`src/rtl/alu_arbiter_pkg.sv`:
```
// Shared types for the ALU arbiter: op codes, FSM state encoding and id-width helper.
package alu_arbiter_pkg;

  localparam int unsigned OP_W = 2;

  typedef enum logic [OP_W-1:0] {
    OP_AND = 2'b00,
    OP_OR  = 2'b01,
    OP_ADD = 2'b10,
    OP_NOT = 2'b11
  } op_e;

  typedef enum logic [1:0] {
    IDLE = 2'd0,
    EXEC = 2'd1,
    RESP = 2'd2
  } state_e;

  // Requester id width: clog2 of the requester count, never below one bit.
  function automatic int unsigned id_width(input int unsigned n);
    return (n > 1) ? $clog2(n) : 1;
  endfunction

endpackage

```
`src/rtl/alu_arbiter_alu.sv`:
```
// Shared combinational ALU cell: AND/OR/ADD/NOT producing a DATA_W+1 bit result.
module alu
  import alu_arbiter_pkg::*;
#(
  parameter int unsigned DATA_W = 3
) (
  input  logic              en,
  input  logic [OP_W-1:0]   op,
  input  logic [DATA_W-1:0] a,
  input  logic [DATA_W-1:0] b,
  output logic [DATA_W:0]   result_c
);

  // Result is forced to zero when the cell is not enabled.
  always_comb begin
    result_c = '0;
    if (en) begin
      case (op_e'(op))
        OP_AND:  result_c = {1'b0, a & b};
        OP_OR:   result_c = {1'b0, a | b};
        OP_ADD:  result_c = {1'b0, a} + {1'b0, b};
        OP_NOT:  result_c = {1'b1, ~a};
        default: result_c = '0;
      endcase
    end
  end

endmodule

```
`src/rtl/alu_arbiter_rr_picker.sv`:
```
// Round-robin picker: first set bit of req_vec scanning ptr, ptr+1, ... modulo N_REQ.
module rr_picker #(
  parameter int unsigned N_REQ = 2,
  parameter int unsigned ID_W  = 1
) (
  input  logic [N_REQ-1:0] req_vec,
  input  logic [ID_W-1:0]  ptr,
  output logic [ID_W-1:0]  grant_idx,
  output logic             grant_vld
);

  always_comb begin
    logic [ID_W-1:0] idx;
    idx       = '0;
    grant_idx = '0;
    grant_vld = 1'b0;
    for (int unsigned k = 0; k < N_REQ; k++) begin
      idx = ID_W'((32'(ptr) + k) % N_REQ);
      if (!grant_vld && req_vec[idx]) begin
        grant_idx = idx;
        grant_vld = 1'b1;
      end
    end
  end

endmodule

```
`src/rtl/alu_arbiter.sv`:
```
// Round-robin arbiter sharing one ALU between N_REQ requesters; one op in flight,
// result returned on a single tagged response channel.
module alu_arbiter
  import alu_arbiter_pkg::*;
#(
  parameter int unsigned N_REQ  = 2,
  parameter int unsigned DATA_W = 3,
  parameter int unsigned ID_W   = id_width(N_REQ)
) (
  input  logic                     clk,
  input  logic                     rst,
  input  logic [N_REQ-1:0]         req_valid,
  output logic [N_REQ-1:0]         req_ready,
  input  logic [OP_W*N_REQ-1:0]    req_op,
  input  logic [DATA_W*N_REQ-1:0]  req_a,
  input  logic [DATA_W*N_REQ-1:0]  req_b,
  output logic                     rsp_valid,
  input  logic                     rsp_ready,
  output logic [ID_W-1:0]          rsp_id,
  output logic [DATA_W:0]          rsp_data,
  output logic                     busy
);

  localparam logic [ID_W-1:0] LAST_ID = ID_W'(N_REQ - 1);

  state_e            state;
  state_e            state_next;
  logic [ID_W-1:0]   rr_ptr;
  logic [ID_W-1:0]   grant_idx;
  logic              grant_vld;
  logic [OP_W-1:0]   op_q;
  logic [DATA_W-1:0] a_q;
  logic [DATA_W-1:0] b_q;
  logic [ID_W-1:0]   g_q;
  logic              alu_en;
  logic [DATA_W:0]   alu_result;

  logic [OP_W-1:0]   op_arr [N_REQ];
  logic [DATA_W-1:0] a_arr  [N_REQ];
  logic [DATA_W-1:0] b_arr  [N_REQ];

  for (genvar i = 0; i < N_REQ; i++) begin : g_unpack
    assign op_arr[i] = req_op[OP_W*i +: OP_W];
    assign a_arr[i]  = req_a[DATA_W*i +: DATA_W];
    assign b_arr[i]  = req_b[DATA_W*i +: DATA_W];
  end

  rr_picker #(
    .N_REQ (N_REQ),
    .ID_W  (ID_W)
  ) u_picker (
    .req_vec   (req_valid),
    .ptr       (rr_ptr),
    .grant_idx (grant_idx),
    .grant_vld (grant_vld)
  );

  alu #(
    .DATA_W (DATA_W)
  ) u_alu (
    .en       (alu_en),
    .op       (op_q),
    .a        (a_q),
    .b        (b_q),
    .result_c (alu_result)
  );

  always_ff @(posedge clk) begin
    if (rst) state <= IDLE;
    else     state <= state_next;
  end

  always_comb begin
    state_next = state;
    case (state)
      IDLE:    if (grant_vld) state_next = EXEC;
      EXEC:    state_next = RESP;
      RESP:    if (rsp_ready) state_next = IDLE;
      default: state_next = IDLE;
    endcase
  end

  // Grant handshake is only offered while idle; the ALU is only enabled in EXEC.
  always_comb begin
    req_ready = '0;
    alu_en    = 1'b0;
    case (state)
      IDLE:    if (grant_vld) req_ready[grant_idx] = 1'b1;
      EXEC:    alu_en = 1'b1;
      default: ;
    endcase
  end

  // Operand capture, response registers and fairness pointer.
  always_ff @(posedge clk) begin
    if (rst) begin
      rr_ptr    <= '0;
      op_q      <= '0;
      a_q       <= '0;
      b_q       <= '0;
      g_q       <= '0;
      rsp_valid <= 1'b0;
      rsp_id    <= '0;
      rsp_data  <= '0;
      busy      <= 1'b0;
    end else begin
      busy <= (state_next != IDLE);
      case (state)
        IDLE: begin
          if (grant_vld) begin
            op_q <= op_arr[grant_idx];
            a_q  <= a_arr[grant_idx];
            b_q  <= b_arr[grant_idx];
            g_q  <= grant_idx;
          end
        end
        EXEC: begin
          rsp_data  <= alu_result;
          rsp_id    <= g_q;
          rsp_valid <= 1'b1;
        end
        RESP: begin
          if (rsp_ready) begin
            rsp_valid <= 1'b0;
            rr_ptr    <= (g_q == LAST_ID) ? '0 : g_q + ID_W'(1);
          end
        end
        default: ;
      endcase
    end
  end

endmodule

```
`config.mk`:
```
export PLATFORM = sky130hd
export DESIGN_NAME = alu_arbiter
export DESIGN_NICKNAME = d
export VERILOG_FILES = /design/src/rtl/alu_arbiter_pkg.sv /design/src/rtl/alu_arbiter_alu.sv /design/src/rtl/alu_arbiter_rr_picker.sv /design/src/rtl/alu_arbiter.sv
export SDC_FILE = /design/constraint.sdc
export NUM_CORES = 1
export LEC_CHECK = 0
export ABC_AREA = 1
export CAP_MARGIN = 10
export CORE_AREA = 2 2 52 54
export DETAILED_ROUTE_END_ITERATION = 16
export DIE_AREA = 0 0 54 56
export PLACE_DENSITY = 0.82
export SETUP_SLACK_MARGIN = 0.15
export SLEW_MARGIN = 20
export SYNTH_ARGS = -nofsm -noshare
export SYNTH_HDL_FRONTEND = slang
export SYNTH_SLANG_ARGS = --single-unit
export TNS_END_PERCENT = 30
```
`constraint.sdc`:
```
create_clock -name clk -period 2 [get_ports clk]
set_clock_uncertainty 0.2 [all_clocks]
set_input_delay 0.2 -clock clk [delete_from_list [all_inputs] [get_ports clk]]
set_output_delay 0.2 -clock clk [all_outputs]
set_load 0.02 [all_outputs]
```
==> flow_metrics.py <==
metrics = {
    "finish": {
        "fin_cells": 227,
        "drive_gt1_share_pct": 19.8,
        "layout.nets": 226,
        "antenna_cells": 0,
        "syn_to_final_growth_pct": 30.3,
    },
    "clock_network": {
        "cts_buffers": 3,
        "clkSlewWorstSetupHoldPaths_ns": 0.11,
        "root_buffer": "clkbuf_4",
        "cts_tree": "built",
        "htree_num_levels": 1,
        "clockBufferDepth": 2,
        "clkSinkCount": 19,
        "cts_setup_buffers": 0,
        "insertion_delay_ns": 0.29,
    },
    "outcome": {
        "status": "finished clean",
    },
    "yosys": {
        "synthesis.area_sq_mm": 0.00115,
        "syn_area_per_cell_sq_um": 7.03,
        "yosysWarnings": 0,
        "syn_inst": 164,
        "ys_types": 22,
        "synth.net_count": 192,
        "ys_seq_elements": 19,
        "seq_area_frac_synth_pct": 33.0,
    },
    "setup_path": {
        "critPathCaptureType": "primary output",
        "arrival_ns": 1.37,
        "start_kind": "register",
        "reg2reg_slack_ns": 0.32,
        "r2r_end": "rsp_data[2]",
        "slowest_stage": "dfxtp_1",
        "critPathMaxStageDelay_ns": 0.39,
        "cp.buffers_inverters": 2,
        "crit_fanout": 5,
        "worstPathRequired_ns": 1.60,
        "crit_chain": "nor2_1 -> nand2_1 -> inv_1 -> dlygate4sd2_1",
        "critical_path_class": "reg -> out",
        "crit-reg2reg-launch": "a_q[0]",
        "worst-r2r-cell-count": 8,
        "critPathTopFamily": "flip-flops",
    },
    "floorplanning": {
        "die_area_sq_mm": 0.00302,
        "rows": 18,
        "core-area_sq_mm": 0.00243,
        "die_y_um": 56,
        "die_w_um": 54,
        "start_util_pct": 47.4,
        "io_pins": 30,
    },
    "drt": {
        "wire_per_inst_um": 10.7,
        "drtAntennaViolNets": 0,
        "first_pass_iters": 4,
        "drt_iter0_drc": 12,
        "drc": 0,
        "avgViaCountPerCell": 4.88,
        "vias": 1107,
        "wl_um": 2430,
    },
    "min_path": {
        "hold_class": "in -> reg",
        "hold_depth": 3,
        "min_to": "op_q[0]",
        "worstHoldStart": "req_op[0]",
    },
    "timing": {
        "worstMarginPinSlew_ns": 0.388,
        "fin_ws_ns": 0.235,
        "hold_ws_ns": 0.262,
        "fmax_mhz": 567,
        "period_needed_ns": 1.77,
        "setup-violations-final": 0,
        "slew_headroom_pct": 74.1,
        "rsz0062_at_grt": "yes",
        "hold_violations": 0,
        "slew_viol_final": 0,
        "tns_ns": 0,
        "post-route-period-util_pct": 88.3,
    },
    "power_and_ir_drop": {
        "cellPowerDensity_mw_per_mm2": 650,
        "power_uw": 976,
        "p_leak_nw": 0.700,
        "vdd_drop_max_mv": 0.545,
    },
    "global_route": {
        "grt_first_pass_wirelength_um": 4140,
        "antenna_found_initial": 0,
        "overflow": 0,
        "grt_max_degree": 16,
        "grt_pass1_vias": 1049,
        "track_usage_pct": 18.1,
    },
    "place": {
        "gp_congestion": 0.795,
        "dpl.cell_count": 223,
        "dp_slack_ns": 0.0222,
        "io_buffers": 29,
        "dpl.hpwl_um": 2040,
    },
    "flow_run": {
        "cap_violations": 0,
    },
}
==> how the worst max path moves through the flow <==
stage	start	end	slack, ns	cells past startpoint
2_1_floorplan	a_q[0]	rsp_data[1]	0.46	6
3_3_place_gp	req_valid[1]	req_ready[0]	0.05	6
3_5_place_dp	req_valid[1]	req_ready[0]	0.02	6
4_1_cts	state[1]	req_ready[0]	0.002	6
5_1_grt	state[1]	req_ready[1]	0.12	4
6_report	state[1]	req_ready[1]	0.23	4
==> report_power, final <==
| group | total [mW] | internal, mW | switching [mW] |
|---|---|---|---|
| clock network | 0.191 | 0.0744 | 0.117 |
| logic | 0.328 | 0.149 | 0.178 |
| registers | 0.457 | 0.415 | 0.0423 |
==> cells in the final DEF (no fill, tap or decap), types with 5 or more instances in the layout <==
master,netlist,final
a21oi_2,6,6
o21ai_2,6,6
inv_1,20,20
nand3_1,14,14
inv_2,8,8
nand2_2,5,5
clkdlybuf4s50_1,0,27
nor2_1,10,10
ha_1,6,6
a21oi_1,11,11
dfxtp_1,19,19
nand2_1,44,44
==> metal layers <==
metal | routed length [um] | track usage, %
met5 | 0 | 0
met4 | 33 | 7.50
met3 | 106 | 2.42
met2 | 1280 | 31.7
met1 | 1010 | 21.3
==> layout make-up <==
class	count	area, sq um
well taps	30	37.5
flip-flops and latches	19	380
inverters	30	120
repair buffers	33	322
clock inverters	1	5.00
clock buffers	3	22.5
fillers	236	931
multi-input cells	111	614
==> repair_timing <==
action / CTS / global route
setup endpoints to repair: 2 / 2
endpoints found under the hold margin: 0 / 0
hold buffers: 0 / 0
resized for setup: 1 / 1
==> synthesized netlist by cell type, drive strengths merged <==
master	number	area [sq um]
a21oi	17	108
nand2	49	196
o21ai	9	67.6
inv	30	120
dfxtp	19	380
nor2	14	72.6
ha	6	75.1
nor3	1	5.00
nand3	14	70.1
fa	1	20.0
buf	4	37.5
==> logic make-up (layout without fill, tap and decap cells) <==
group | count (synthesis) | after routing | synth area share, %
AND/OR/NAND/NOR | 78 | 78 | 29.9
buffers and inverters | 34 | 67 | 13.7
AO/OA/AOI/OAI | 26 | 26 | 15.2
adder cells (fa/ha/maj) | 7 | 7 | 8.25
flip-flops | 19 | 19 | 33.0
==> per-stage QoR <==
| stage | util [%] | cell area (sq um) |
|---|---|---|
| global route | 61.7 | 1500 |
| global placement | 60.5 | 1470 |
| floorplan | - | 1150 |
| CTS | 61.6 | 1500 |
| detailed placement | 60.5 | 1470 |
| finish | 61.7 | 1500 |
==> state kept, by name, indices dropped and copies added, names as in the netlist <==
| register | flops |
|---|---|
| a_q | 3 |
| busy | 1 |
| g_q | 1 |
| rsp_data | 4 |
| rsp_id | 1 |
| rr_ptr | 1 |
| state | 2 |
| rsp_valid | 1 |
| b_q | 3 |
| op_q | 2 |
==> worst register-to-register path: cells and delay by family (launching register included) <==
| family | cells | cell delay, ns |
|---|---|---|
| simple gates | 4 | 0.27 |
| compound gates | 1 | 0.05 |
| flops | 1 | 0.35 |
| fa+ha+maj | 2 | 0.65 |
| buf+inv | 1 | 0.07 |
Power figures use the tool's default switching activity.
